`src/rtl/alu_seq_pkg.sv`:
```
// alu_seq_pkg: opcode and FSM state types
// shared by the sequential ALU and its shifter.
package alu_seq_pkg;

  typedef enum logic [2:0] {
    ALU_ADD = 3'd0,
    ALU_ADC = 3'd1,
    ALU_SUB = 3'd2,
    ALU_SLL = 3'd3,
    ALU_SRL = 3'd4,
    ALU_XOR = 3'd5,
    ALU_AND = 3'd6,
    ALU_OR  = 3'd7
  } alu_op_t;

  typedef enum logic {
    IDLE  = 1'b0,
    SHIFT = 1'b1
  } alu_state_t;

  function automatic logic is_shift(
    input alu_op_t op
  );
    return (op == ALU_SLL) ||
           (op == ALU_SRL);
  endfunction

endpackage

```
`src/rtl/alu_seq_shift_unit.sv`:
```
// alu_shift_unit: iterative 1-bit/cycle shifter.
// Used when ALU_BARREL_SHIFT_EN is undefined.
module alu_shift_unit #(
  parameter int W  = 8,
  parameter int SW = $clog2(W) + 1
) (
  input  logic          i_clk,
  input  logic          i_reset,
  input  logic          i_load,
  input  logic          i_step,
  input  logic          i_left,
  input  logic [W-1:0]  i_din,
  input  logic [SW-1:0] i_amt,
  output logic          o_busy,
  output logic          o_finish,
  output logic [W-1:0]  o_next,
  output logic          o_next_bit
);

  logic [W-1:0]  r_sreg;
  logic [SW-1:0] r_cnt;
  logic          r_left;

  // Load operand and count, then shift one bit per step.
  always_ff @(posedge i_clk) begin
    if (i_reset) begin
      r_sreg <= '0;
      r_cnt  <= '0;
      r_left <= 1'b0;
    end else if (i_load) begin
      r_sreg <= i_din;
      r_cnt  <= i_amt;
      r_left <= i_left;
    end else if (i_step && o_busy) begin
      r_sreg <= o_next;
      r_cnt  <= r_cnt - SW'(1);
    end
  end

  assign o_busy   = (r_cnt != '0);
  assign o_finish = (r_cnt == SW'(1));

  // Value and bit-out of the next shift step.
  assign o_next = r_left
    ? {r_sreg[W-2:0], 1'b0}
    : {1'b0, r_sreg[W-1:1]};
  assign o_next_bit = r_left
    ? r_sreg[W-1]
    : r_sreg[0];

endmodule

```
`src/rtl/alu_seq.sv`:
```
// alu_seq: clocked ALU with Start/Busy/Done handshake.
// ALU_BARREL_SHIFT_EN selects a single-cycle barrel shifter.
module alu_seq
  import alu_seq_pkg::*;
#(
  parameter int W   = 8,
  parameter int Ops = 3,
  parameter int SW  = $clog2(W) + 1
) (
  input  logic           Clk,
  input  logic           Reset,
  input  logic           Start,
  input  logic [Ops-1:0] OP,
  input  logic [W-1:0]   InputA,
  input  logic [W-1:0]   InputB,
  output logic           Busy,
  output logic           Done,
  output logic [W-1:0]   Out,
  output logic           Zero,
  output logic           Carry,
  output logic           Parity,
  output logic           Odd
);

  localparam logic [W-1:0]  LP_BMAX = W'(W);
  localparam logic [SW-1:0] LP_KMAX = SW'(W);

  alu_state_t   r_state;
  logic [W-1:0] r_out;
  logic         r_carry;
  logic         r_done;

  alu_op_t      w_op;
  logic [SW-1:0] w_k;
  logic [W-1:0] w_b;
  logic         w_cin;
  logic [W:0]   w_sum;
  logic [W-1:0] w_res;
  logic         w_cout;
  logic         w_cupd;
  logic         w_multi;
  logic [W-1:0] w_sl_val;
  logic [W-1:0] w_sr_val;
  logic         w_sl_c;
  logic         w_sr_c;
  logic         w_sh_busy;
  logic         w_sh_fin;
  logic [W-1:0] w_sh_val;
  logic         w_sh_bit;

  assign w_op = alu_op_t'(OP);

  // Shift amount saturates at W.
  assign w_k = (InputB >= LP_BMAX)
    ? LP_KMAX : InputB[SW-1:0];

  // SUB is A + ~B + 1; ADC folds in the carry.
  assign w_b   = (w_op == ALU_SUB) ? ~InputB : InputB;
  assign w_cin = (w_op == ALU_SUB) ? 1'b1 :
                 (w_op == ALU_ADC) ? r_carry : 1'b0;
  assign w_sum = {1'b0, InputA} + {1'b0, w_b}
               + {{W{1'b0}}, w_cin};

`ifdef ALU_BARREL_SHIFT_EN
  logic [W:0] w_bl;
  logic [W:0] w_br;

  // Extra bit catches the last bit shifted out.
  assign w_bl     = {1'b0, InputA} << w_k;
  assign w_br     = {InputA, 1'b0} >> w_k;
  assign w_sl_val = w_bl[W-1:0];
  assign w_sl_c   = w_bl[W];
  assign w_sr_val = w_br[W:1];
  assign w_sr_c   = w_br[0];
  assign w_multi  = 1'b0;
  assign w_sh_busy = 1'b0;
  assign w_sh_fin  = 1'b0;
  assign w_sh_val  = '0;
  assign w_sh_bit  = 1'b0;
`else
  logic w_load;

  // Single-cycle path only sees shifts with k=0.
  assign w_sl_val = InputA;
  assign w_sr_val = InputA;
  assign w_sl_c   = 1'b0;
  assign w_sr_c   = 1'b0;
  assign w_multi  = is_shift(w_op) && (w_k != '0);
  assign w_load   = (r_state == IDLE) && Start
                  && w_multi;

  alu_shift_unit #(
    .W  (W),
    .SW (SW)
  ) u_shift (
    .i_clk      (Clk),
    .i_reset    (Reset),
    .i_load     (w_load),
    .i_step     (r_state == SHIFT),
    .i_left     (w_op == ALU_SLL),
    .i_din      (InputA),
    .i_amt      (w_k),
    .o_busy     (w_sh_busy),
    .o_finish   (w_sh_fin),
    .o_next     (w_sh_val),
    .o_next_bit (w_sh_bit)
  );
`endif

  // Single-cycle result and carry select.
  always_comb begin
    w_res  = '0;
    w_cout = 1'b0;
    w_cupd = 1'b0;
    unique case (w_op)
      ALU_ADD, ALU_ADC, ALU_SUB: begin
        w_res  = w_sum[W-1:0];
        w_cout = w_sum[W];
        w_cupd = 1'b1;
      end
      ALU_SLL: begin
        w_res  = w_sl_val;
        w_cout = w_sl_c;
        w_cupd = (w_k != '0);
      end
      ALU_SRL: begin
        w_res  = w_sr_val;
        w_cout = w_sr_c;
        w_cupd = (w_k != '0);
      end
      ALU_XOR: w_res = InputA ^ InputB;
      ALU_AND: w_res = InputA & InputB;
      ALU_OR:  w_res = InputA | InputB;
      default: w_res = '0;
    endcase
  end

  // Control FSM with registered result, carry and Done.
  always_ff @(posedge Clk) begin
    if (Reset) begin
      r_state <= IDLE;
      r_out   <= '0;
      r_carry <= 1'b0;
      r_done  <= 1'b0;
    end else begin
      r_done <= 1'b0;
      unique case (r_state)
        IDLE: begin
          if (Start) begin
            if (w_multi) begin
              r_state <= SHIFT;
            end else begin
              r_out  <= w_res;
              r_done <= 1'b1;
              if (w_cupd) r_carry <= w_cout;
            end
          end
        end
        SHIFT: begin
          if (w_sh_fin) begin
            r_out   <= w_sh_val;
            r_carry <= w_sh_bit;
            r_done  <= 1'b1;
            r_state <= IDLE;
          end else if (!w_sh_busy) begin
            r_state <= IDLE;
          end
        end
        default: r_state <= IDLE;
      endcase
    end
  end

  assign Busy   = (r_state == SHIFT);
  assign Done   = r_done;
  assign Out    = r_out;
  assign Carry  = r_carry;
  assign Zero   = (r_out == '0);
  assign Parity = ^r_out;
  assign Odd    = r_out[0];

endmodule

```
`config.mk`:
```
export PLATFORM = sky130hd
export DESIGN_NAME = alu_seq
export DESIGN_NICKNAME = d
export VERILOG_FILES = /design/src/rtl/alu_seq_pkg.sv /design/src/rtl/alu_seq_shift_unit.sv /design/src/rtl/alu_seq.sv
export SDC_FILE = /design/constraint.sdc
export NUM_CORES = 1
export LEC_CHECK = 0
export BUFFER_PORTS_ARGS = -buffer_cell sky130_fd_sc_hd__buf_2
export CORE_MARGIN = 2
export CORE_UTILIZATION = 25
export DETAILED_ROUTE_END_ITERATION = 6
export GPL_TIMING_DRIVEN = 0
export SYNTH_ARGS = -nofsm -noshare
export SYNTH_HDL_FRONTEND = slang
export SYNTH_HIERARCHICAL = 1
export SYNTH_SLANG_ARGS = --single-unit
```
`constraint.sdc`:
```
create_clock -name Clk -period 7.28 [get_ports Clk]
set_clock_uncertainty 0.15 [all_clocks]
set_input_delay 1.456 -clock Clk [delete_from_list [all_inputs] [get_ports Clk]]
set_output_delay 1.456 -clock Clk [all_outputs]
set_load 0.02 [all_outputs]
```
==> run_results.csv <==
group,metric,value,unit
worst_setup_path,cp.arrival,4810,ps
timing,worst_pin_slew,575,ps
yosys,seq_area_frac_synth,0.190,
detailed_routing,drt-vias-per-instance,5.15,
worst_setup_path,regToRegSetupSlack,4440,ps
cts,clock_sinks,24,
worst_setup_path,worst_r2r_path_depth,10,
cts,htree_levels,1,
power,power_frac_comb,0.433,
cells_and_area,stdcell_count,496,
floorplanning,core,9820,sq um
cells_and_area,num-fill-cells,1108,
floorplanning,initial_core_util,0.258,
placed_design,hpwl,5880,microns
power,seq_power_share,0.346,
cts,ctsResizeCount,0,
hold_path,hp-start,"Out[1]",
timing,tns,0,ps
yosys,yosys.area.top_type,"dfxtp_1",
yosys,async_reset_ff_frac,0,
global_routing,grt_max_degree,14,
yosys,ys_seq_elements,24,
yosys,synth_edf_count,0,
cells_and_area,drive_gt1_frac,0.193,
timing,fmax,208,MHz
detailed_routing,first_iter_violations,154,
cts,path_clk_slew,90,ps
global_routing,use_met3,0.0150,
cts,clockRootBuffer,"clkbuf_8",
power,cellPowerDensity,144,nW/um^2
yosys,synth_area_leaders,"dfxtp_1 (19%), ha_1 (14%), inv_1 (4.7%)",
cts,cts_tree,"done",
power,p_int,0.000262,W
hold_path,holdPathStages,2,
timing,fin_crit,4810,ps
placed_design,gp_congestion,0.900,
floorplanning,die_area,11000,sq um
yosys,ys_types,65,
floorplanning,io_pins,36,
global_routing,overflow,0,
worst_setup_path,worstPathCellList,"buf_2, buf_4, buf_2, nand2b_1, nor2_2, xnor2_1, fa_1, fa_1, a21o_1, and4_1, nor3_1, xnor2_1, a21oi_1, o32ai_1",
cts,clock_latency,270,ps
timing,worst_hold_slack,341,ps
worst_setup_path,cp-start-kind,"primary input",
cts,clockBufferDepth,2,
global_routing,grt_use_met1,0.182,
floorplanning,chipWidth,105,microns
timing,period_share,0.661,
timing,relSlewSlack,0.606,
cts,cts_setup_buffers,0,
worst_setup_path,crit_buf_inv,3,
worst_setup_path,cpPeakStageDelay,460,ps
worst_setup_path,end_kind,"register",
detailed_routing,via_count,2554,
worst_setup_path,crit_family,"simple AND/OR/NAND/NOR gates",
placed_design,dp_cells,492,
hold_path,hp-class,"reg2reg",
detailed_routing,ant_nets,0,
yosys,syn_area,2530,sq um
run_status,status,"complete, no violations",
power,vdd_drop_max,0.0000634,V
yosys,ys_warn_count,6,
yosys,syn_nets,377,
yosys,synth_common_cells,"inv_1 (32), ha_1 (29), nand2_1 (25)",
global_routing,antenna_found_initial,0,
global_routing,grt_util_met2,0.227,
power,switching_share,0.380,
global_routing,grt-busiest-layer,"met2",
detailed_routing,wl,7490,microns
detailed_routing,dr.pass1.iters,5,
power,p_leak,1.23,nW
power,clockPowerShare,0.221,
cells_and_area,stdcell_area,2930,sq um
cts,numCtsBuffers,3,
worst_setup_path,path_depth,14,
global_routing,grt_pass1_vias,2425,
yosys,avgSynthCellArea,7.82,sq um
worst_setup_path,cp_max_fo,10,
yosys,synthCells,324,
worst_setup_path,regToRegEndpoint,"Out[6]",
yosys,ys.flop_type,"dfxtp_1",
power,switchingPower,0.000161,W
yosys,synth_top_area_share,0.190,
yosys,yosysMostFrequentCell,"inv_1",
worst_setup_path,worstSetupPathType,"in2reg",
timing,rsz0062_at_grt,"no",
detailed_routing,drc,0,
floorplanning,die_h,105,microns
cells_and_area,nets,417,
timing,final-max-slew-violation-count,0,
cells_and_area,n_antenna_cell,0,
global_routing,grt_use_total,0.136,
hold_path,hold_end,"Out[1]",
flow_run,drv_cap,0,
floorplanning,rows,36,
global_routing,grt_pass1_wl,12300,microns
timing,hold_viol_final,0,
timing,setup_viol,0,
detailed_routing,avgRoutedWirePerCell,15.1,microns
placed_design,portBuffers,35,
placed_design,dpl_cell_area,2870,sq um
worst_setup_path,r2r_start,"Carry",
worst_setup_path,slowest_stage,"nor2_2",
worst_setup_path,cp_data_required_time,7280,ps
cts,holdBufCountCts,0,
cells_and_area,synthToLayoutAreaGrowth,15.7,%
power by group through the flow:
stage                     clock (W)  sequential [W]  combinational (W)
after CTS                 0.0000949        0.000146           0.000182
final                     0.0000934        0.000146           0.000183
after detailed placement          0        0.000149           0.000181
after floorplan                   0        0.000155           0.000121
after global routing      0.0000984        0.000147           0.000203
after global placement            0        0.000149           0.000179
flip-flops by register name (all words and copies together) (netlist names):
signal / count
Busy: 1
Carry: 1
Done: 1
Out: 8
u_shift/r_cnt: 4
u_shift/r_left: 1
u_shift/r_sreg: 8
cell usage in the layout, fill, tap and decap left out, types with 2 or more instances in the layout:
cell,count
xnor2_1,12
o221ai_1,7
o21ai_0,8
a211oi_1,5
mux2_2,8
nand2_1,25
o21a_1,3
nor3_1,4
nor2_1,23
a311oi_1,2
a221o_1,3
clkbuf_8,4
buf_4,2
nor2b_1,4
nand4_1,6
o21ai_1,4
ha_1,29
nand3_1,15
o211ai_1,2
buf_6,2
fa_1,2
mux2i_1,5
buf_1,2
or2_2,3
inv_2,2
xor2_1,3
a22oi_1,3
inv_1,32
clkbuf_1,7
a221oi_1,8
nand2b_1,5
o22ai_1,4
buf_2,39
and4_1,2
a211o_1,2
a21o_1,4
a21oi_1,20
dfxtp_1,24
worst register-to-register path, stage by stage, from the launching register on:
cell and delay, ps:
dfxtp_1 360, nand3_1 80, a21oi_1 90, fa_1 430, fa_1 410, a21o_1 220
and4_1 200, nor3_1 320, xnor2_1 120, a21oi_1 230, o32ai_1 120
cell type report:
cell class	instances	area, sq um	share of cell area
Tap cell	133	166	0.0568
Timing Repair Buffer	35	175	0.0598
Sequential cell	24	480	0.164
Clock buffer	4	55.1	0.0188
Inverter	35	131	0.0449
Buffer	17	91.3	0.0312
Multi-Input combinational cell	248	1830	0.625
per-stage QoR:
stage | power, W | setup slack, ps | util
floorplan | 0.000276 | 2910 | -
global placement | 0.000328 | 2220 | 0.293
detailed placement | 0.000330 | 2170 | 0.293
CTS | 0.000423 | 2460 | 0.298
global route | 0.000449 | 2200 | 0.298
finish | 0.000422 | 2470 | 0.298
layer usage:
metal  vias up  wire, microns
li1       1252              -
met1      1177           3410
met2       113           3400
met3        12            546
met4         0            133
met5         -              0
worst max path at each step:
stage | start | endpoint | slack, ps
4_1_cts | OP[1] | Out[6] | 2460
6_report | OP[1] | Out[6] | 2470
5_1_grt | OP[1] | Out[6] | 2200
3_5_place_dp | OP[1] | Out[6] | 2170
2_1_floorplan | OP[1] | Out[6] | 2910
3_3_place_gp | OP[1] | Out[6] | 2220
cell families after synthesis:
kind of cell | synth area share
adder cells (fa/ha/maj) | 0.159
XOR/XNOR | 0.0519
AO/OA/AOI/OAI | 0.247
flip-flops | 0.190
multiplexers | 0.0553
AND/OR/NAND/NOR | 0.209
buffers and inverters | 0.0879
(Power assumes the default switching activity.)
